### src/rtl/emmc_ddr_tx.sv
// emmc_ddr_tx -- eMMC DDR52 block-write transmit framer.
//
// Frames one block per start request onto the DDR data bus as:
// start bit, N payload words, 16 cycles of per-line per-edge CRC16, end bit.
// The outputs feed the per-line IODDR cells directly (rising-edge bit,
// falling-edge bit, shared output enable).
//
// Ports (emmc_ddr_tx):
//   Clk, Reset_n        card clock, async active-low reset
//   start, abort        block request / synchronous abort
//   tx_data, tx_valid,  write-data word stream; [2W-1:W] rising edge,
//   tx_ready            [W-1:0] falling edge
//   WriteData_posEdge   rising-edge bit per line
//   WriteData_negEdge   falling-edge bit per line
//   out_en, busy, done  bus drive enable, transfer active, end-of-block pulse
//   underrun            sticky missing-word flag for the current/last block
//
// emmc_ddr_crc16 is one serial CRC16 (x^16+x^12+x^5+1) for one line/edge.
// It absorbs one bit per clock while feeding, then shifts its remainder
// out MSB first while shifting.

module emmc_ddr_crc16 (
    input  logic Clk,
    input  logic Reset_n,
    input  logic clr,
    input  logic feed,
    input  logic shift,
    input  logic din,
    output logic msb
);
    logic [15:0] crc;

    always_ff @(posedge Clk or negedge Reset_n) begin
        if (!Reset_n)   crc <= '0;
        else if (clr)   crc <= '0;
        else if (feed)  crc <= {crc[14:0], 1'b0} ^ ((crc[15] ^ din) ? 16'h1021 : 16'h0000);
        else if (shift) crc <= {crc[14:0], 1'b0};
    end

    assign msb = crc[15];
endmodule

module emmc_ddr_tx #(
    parameter int BUS_WIDTH  = 8,
    parameter int BLOCK_SIZE = 512
) (
    input  logic                   Clk,
    input  logic                   Reset_n,
    input  logic                   start,
    input  logic                   abort,
    input  logic [2*BUS_WIDTH-1:0] tx_data,
    input  logic                   tx_valid,
    output logic                   tx_ready,
    output logic [BUS_WIDTH-1:0]   WriteData_posEdge,
    output logic [BUS_WIDTH-1:0]   WriteData_negEdge,
    output logic                   out_en,
    output logic                   busy,
    output logic                   done,
    output logic                   underrun
);
    localparam int N  = BLOCK_SIZE * 4 / BUS_WIDTH;
    localparam int CW = (N > 16) ? $clog2(N) : 5;
    localparam logic [CW-1:0] LAST_WORD = CW'(N - 1);
    localparam logic [CW-1:0] LAST_CRC  = CW'(15);

    typedef enum logic [2:0] {S_IDLE, S_START, S_DATA, S_CRC, S_END} state_t;

    state_t                 state, state_nx;
    logic [CW-1:0]          cnt, cnt_nx;
    logic [2*BUS_WIDTH-1:0] word_sent, crc_msb;
    logic                   crc_clr, crc_feed, crc_shift;
    logic [BUS_WIDTH-1:0]   pos_d, neg_d;
    logic                   oe_d, rdy_d, busy_d, done_d;

    // State register
    always_ff @(posedge Clk or negedge Reset_n) begin
        if (!Reset_n) begin
            state <= S_IDLE;
            cnt   <= '0;
        end else begin
            state <= state_nx;
            cnt   <= cnt_nx;
        end
    end

    // Next state; cnt counts words in DATA and CRC bits in CRC
    always_comb begin
        state_nx = state;
        cnt_nx   = cnt;
        if (abort && state != S_IDLE) begin
            state_nx = S_IDLE;
            cnt_nx   = '0;
        end else begin
            case (state)
                S_IDLE:  if (start && !abort) state_nx = S_START;
                S_START: begin
                    state_nx = S_DATA;
                    cnt_nx   = '0;
                end
                S_DATA:
                    if (cnt == LAST_WORD) begin
                        state_nx = S_CRC;
                        cnt_nx   = '0;
                    end else begin
                        cnt_nx = cnt + 1'b1;
                    end
                S_CRC:
                    if (cnt == LAST_CRC) begin
                        state_nx = S_END;
                        cnt_nx   = '0;
                    end else begin
                        cnt_nx = cnt + 1'b1;
                    end
                S_END:   state_nx = S_IDLE;
                default: state_nx = S_IDLE;
            endcase
        end
    end

    // A missing word is replaced by zeros so frame timing and CRC stay consistent
    assign word_sent = tx_valid ? tx_data : '0;
    assign crc_clr   = (state == S_IDLE) && start && !abort;
    assign crc_feed  = tx_ready && !abort;
    assign crc_shift = (state_nx == S_CRC);

    emmc_ddr_crc16 u_crc [2*BUS_WIDTH-1:0] (
        .Clk     (Clk),
        .Reset_n (Reset_n),
        .clr     (crc_clr),
        .feed    (crc_feed),
        .shift   (crc_shift),
        .din     (word_sent),
        .msb     (crc_msb)
    );

    // Outputs are registered, so their D values follow the state being entered
    always_comb begin
        pos_d  = '1;
        neg_d  = '1;
        oe_d   = 1'b0;
        rdy_d  = 1'b0;
        busy_d = 1'b0;
        done_d = 1'b0;
        case (state_nx)
            S_START: begin
                pos_d  = '0;
                neg_d  = '0;
                oe_d   = 1'b1;
                rdy_d  = 1'b1;
                busy_d = 1'b1;
            end
            S_DATA: begin
                pos_d  = word_sent[2*BUS_WIDTH-1:BUS_WIDTH];
                neg_d  = word_sent[BUS_WIDTH-1:0];
                oe_d   = 1'b1;
                rdy_d  = (cnt_nx != LAST_WORD);
                busy_d = 1'b1;
            end
            S_CRC: begin
                pos_d  = crc_msb[2*BUS_WIDTH-1:BUS_WIDTH];
                neg_d  = crc_msb[BUS_WIDTH-1:0];
                oe_d   = 1'b1;
                busy_d = 1'b1;
            end
            S_END: begin
                oe_d   = 1'b1;
                busy_d = 1'b1;
            end
            default: done_d = (state == S_END) && !abort;
        endcase
    end

    always_ff @(posedge Clk or negedge Reset_n) begin
        if (!Reset_n) begin
            WriteData_posEdge <= '1;
            WriteData_negEdge <= '1;
            out_en            <= 1'b0;
            tx_ready          <= 1'b0;
            busy              <= 1'b0;
            done              <= 1'b0;
            underrun          <= 1'b0;
        end else begin
            WriteData_posEdge <= pos_d;
            WriteData_negEdge <= neg_d;
            out_en            <= oe_d;
            tx_ready          <= rdy_d;
            busy              <= busy_d;
            done              <= done_d;
            if (crc_clr)
                underrun <= 1'b0;
            else if (tx_ready && !tx_valid && !abort)
                underrun <= 1'b1;
        end
    end
endmodule

### config.mk
export PLATFORM = sky130hd
export DESIGN_NAME = emmc_ddr_tx
export DESIGN_NICKNAME = d
export VERILOG_FILES = /design/src/rtl/emmc_ddr_tx.sv
export SDC_FILE = /design/constraint.sdc
export NUM_CORES = 1
export LEC_CHECK = 0
export BUFFER_PORTS_ARGS = -buffer_cell sky130_fd_sc_hd__buf_2
export CORE_MARGIN = 2
export CORE_UTILIZATION = 44
export CTS_BUF_LIST = sky130_fd_sc_hd__clkbuf_8
export DETAILED_ROUTE_END_ITERATION = 8
export PLACE_DENSITY = 0.68
export SKIP_CTS_REPAIR_TIMING = 1
export SYNTH_ARGS = -nofsm -noshare
export SYNTH_HDL_FRONTEND = slang
export SYNTH_SLANG_ARGS = --single-unit
### constraint.sdc
create_clock -name Clk -period 2.4 [get_ports Clk]
set_input_delay 0.12 -clock Clk [delete_from_list [all_inputs] [get_ports Clk]]
set_output_delay 0.12 -clock Clk [all_outputs]
set_load 0.05 [all_outputs]
==> impl_metrics.toml <==
[status]
status = "finished clean"

[sta]
final_max_slew_viol_count = 0
skew_ns = 0.0137
setup_violations = 0
slew_headroom = 0.588
worst_pin_slew_ns = 0.611
post-route-min-period_ns = 2.29
setup_tns_ns = 0
fin_crit_sh = 0.954
rsz0062_at_grt = "false"
fmax_mhz = 437
finalHoldViolCount = 0

[yosys]
ys_ff_latch = 287
synthCells = 1268
yosysWarnings = 0
synth_edf_count = 0
netlist-cell-type-count = 46
synth-main-ff-cell = "dfrtp_1"
post_synth.cell_area_avg_um2 = 10.5
synthesis.nets = 1290
syn_area_mm2 = 0.0133
synthArstFlopShare = 1.00
yosysSeqAreaShare = 0.543

[global_route]
grt_max_degree = 89
track_usage = 0.163
antenna_found_initial = 0
overflow = 0
grt_pass1_vias = 8932
grt_first_pass_wirelength_um = 42300

[clocking]
clk_pin_slew_ns = 0.06
cts_tree = "built"
htreeDepth = 2
cts_buffer_depth = 3
cts_buffers = 48
clockRootBuffer = "clkbuf_8"
clock_latency_ns = 0.55
cts.sinks = 287

[final_layout]
design_area_mm2 = 0.0154
syn_to_final_growth_pct = 16.4
diodes = 0
drive_gt1_frac = 0.155
fillers = 2673
nNetsFinal = 1378
multi_input_area_mm2 = 0.00484
register_area_mm2 = 0.00720

[placement]
placed_area_mm2 = 0.0142
place.gp.congestion = 0.782
port_buffers = 41
hpwl_um = 14700

[critical_path]
cp_max_fo = 25
worstReg2RegStart = "cnt[1]"
crit_start = "cnt[1]"
worst_setup_path_start_kind = "flop"
critical_path_class = "flop to flop"
cp-end-kind = "flop"
cp.required_ns = 2.82
worstPathArrival_ns = 2.71

[detailed_routing]
wl_per_cell_um = 13.7
routed-via-count = 8548
ant_nets = 0
drc = 0
drtIter0Drc = 440
wl_um = 24300
drt_first_pass_iters = 4
via_per_inst = 4.80

[floorplan]
initial_utilization = 0.448
ioPinCount = 42
dieArea_mm2 = 0.0316
dieHeight_um = 178
die_w_um = 178
core_area_mm2 = 0.0296
fp-row-count = 63

[power]
p_per_area_mw_per_mm2 = 1100
p_leak_uw = 0.00724
peakVddDrop_uv = 561

[flow_run]
maxCapViolCount = 0

[worst_hold_path]
hold_class = "input pin to flop"
min-delay-start = "tx_valid"
==> flip-flops by register name (all words and copies together) (netlist names) <==
register and count:
busy 1, done 1, WriteData_posEdge 8, WriteData_negEdge 8, underrun 1, u_crc.crc 256
state 3, tx_ready 1, cnt 8
==> cells in the mapped netlist (2+ instances only) <==
| library cell | instances | area, um2 |
|---|---|---|
| dfrtp_1 | 271 | 6780 |
| nand2_1 | 230 | 863 |
| inv_1 | 209 | 785 |
| mux2i_1 | 193 | 1930 |
| nor2_1 | 62 | 233 |
| xnor2_1 | 36 | 315 |
| clkbuf_1 | 35 | 131 |
| mux2_1 | 31 | 349 |
| buf_6 | 19 | 214 |
| a22oi_1 | 17 | 128 |
| mux2_2 | 17 | 191 |
| o21ai_0 | 17 | 85.1 |
| a21boi_0 | 16 | 120 |
| and3b_1 | 16 | 140 |
| dfstp_2 | 16 | 420 |
| o22ai_1 | 16 | 100 |
| buf_2 | 9 | 45.0 |
| buf_4 | 9 | 67.6 |
| and3_1 | 6 | 37.5 |
| nand3_1 | 5 | 25.0 |
| nor2b_1 | 5 | 31.3 |
| nor3_1 | 4 | 20.0 |
| a21oi_1 | 3 | 15.0 |
| buf_1 | 2 | 7.51 |
| nand2b_1 | 2 | 12.5 |
| o22a_1 | 2 | 17.5 |
==> report_power, final <==
| group | switching [uW] | total [uW] | leakage (uW) | internal, uW |
|---|---|---|---|---|
| logic | 2450 | 4570 | 0.00281 | 2110 |
| registers | 953 | 7760 | 0.00384 | 6800 |
| clock network | 1930 | 4690 | 0.000591 | 2760 |
==> critical path: stages (launching register included) <==
cell	delay (ns)
dfrtp_1	0.39
ha_2	0.22
and3_4	0.23
and4b_1	0.27
o21ai_4	0.11
o21ai_4	0.21
buf_12	0.19
buf_16	0.19
mux2_1	0.35
==> routing by layer <==
| layer | GRT usage | wire (um) | vias up |
|---|---|---|---|
| li1 | - | - | 4174 |
| met5 | 0 | 0 | - |
| met3 | 0.0311 | 857 | 37 |
| met1 | 0.208 | 11300 | 4221 |
| met4 | 0.0464 | 462 | 0 |
| met2 | 0.281 | 11700 | 116 |
==> per-stage QoR <==
stage	total power, uW	utilization	std cells	hold WS, ns	worst slack, ns
5_1_grt	18300	0.521	1781	0.0223	0.00875
6_report	17000	0.521	1781	0.0404	0.110
4_1_cts	17200	0.514	1762	-0.514	0.0124
3_3_place_gp	12100	0.477	1677	0.0915	0.121
2_1_floorplan	11200	-	1268	-0.176	0.230
3_5_place_dp	12400	0.477	1677	0.0928	0.0360
==> cell families (layout without fill, tap and decap cells) <==
| kind of cell | after synthesis | in the layout | share of synthesized area |
|---|---|---|---|
| compound gates | 83 | 83 | 0.0449 |
| xor+xnor | 37 | 37 | 0.0244 |
| fa+ha+maj | 1 | 1 | 0.000943 |
| buf+inv | 284 | 407 | 0.0945 |
| flops | 287 | 287 | 0.543 |
| mux | 241 | 241 | 0.186 |
| simple gates | 335 | 335 | 0.106 |
==> placed cells by master (no fill, tap or decap), drive strengths merged, types with 2 or more instances in the layout <==
cell type,synthesis,routed
mux2,48,48
clkinv,0,8
nand3,5,5
clkbuf,35,66
nand2b,2,2
nand2,230,230
bufinv,0,3
nor3,4,4
inv,210,218
xnor2,36,36
o21ai,19,19
and3,6,6
and3b,16,16
a21boi,17,17
dlygate4sd3,0,19
nor2,62,62
mux2i,193,193
nor2b,5,5
dfstp,16,16
o22ai,16,16
a22oi,17,17
a21oi,3,3
dfrtp,271,271
nor4,2,2
o22a,2,2
buf,39,93
==> final cells by class <==
class                           count  area share
Inverter                          210      0.0510
Sequential cell                   287       0.466
Clock buffer                       66      0.0588
Clock inverter                     19      0.0104
Timing Repair Buffer              112      0.0681
Multi-Input combinational cell    697       0.314
Tap cell                          390      0.0316
==> path summary, 6_finish.rpt <==
path	slack (ns)	end	cells after the start
worst max-delay path	0.11	u_crc[5].crc[12]	8
worst min-delay path	0.04	WriteData_posEdge[5]	4
worst max register to register	0.11	u_crc[5].crc[12]	8
worst min register to register	0.48	u_crc[2].crc[1]	1
max in group asynchronous	1.52	WriteData_posEdge[3]	3
min in group asynchronous	0.09	u_crc[10].crc[7]	2
No activity file was read; power rests on OpenSTA's default activity.
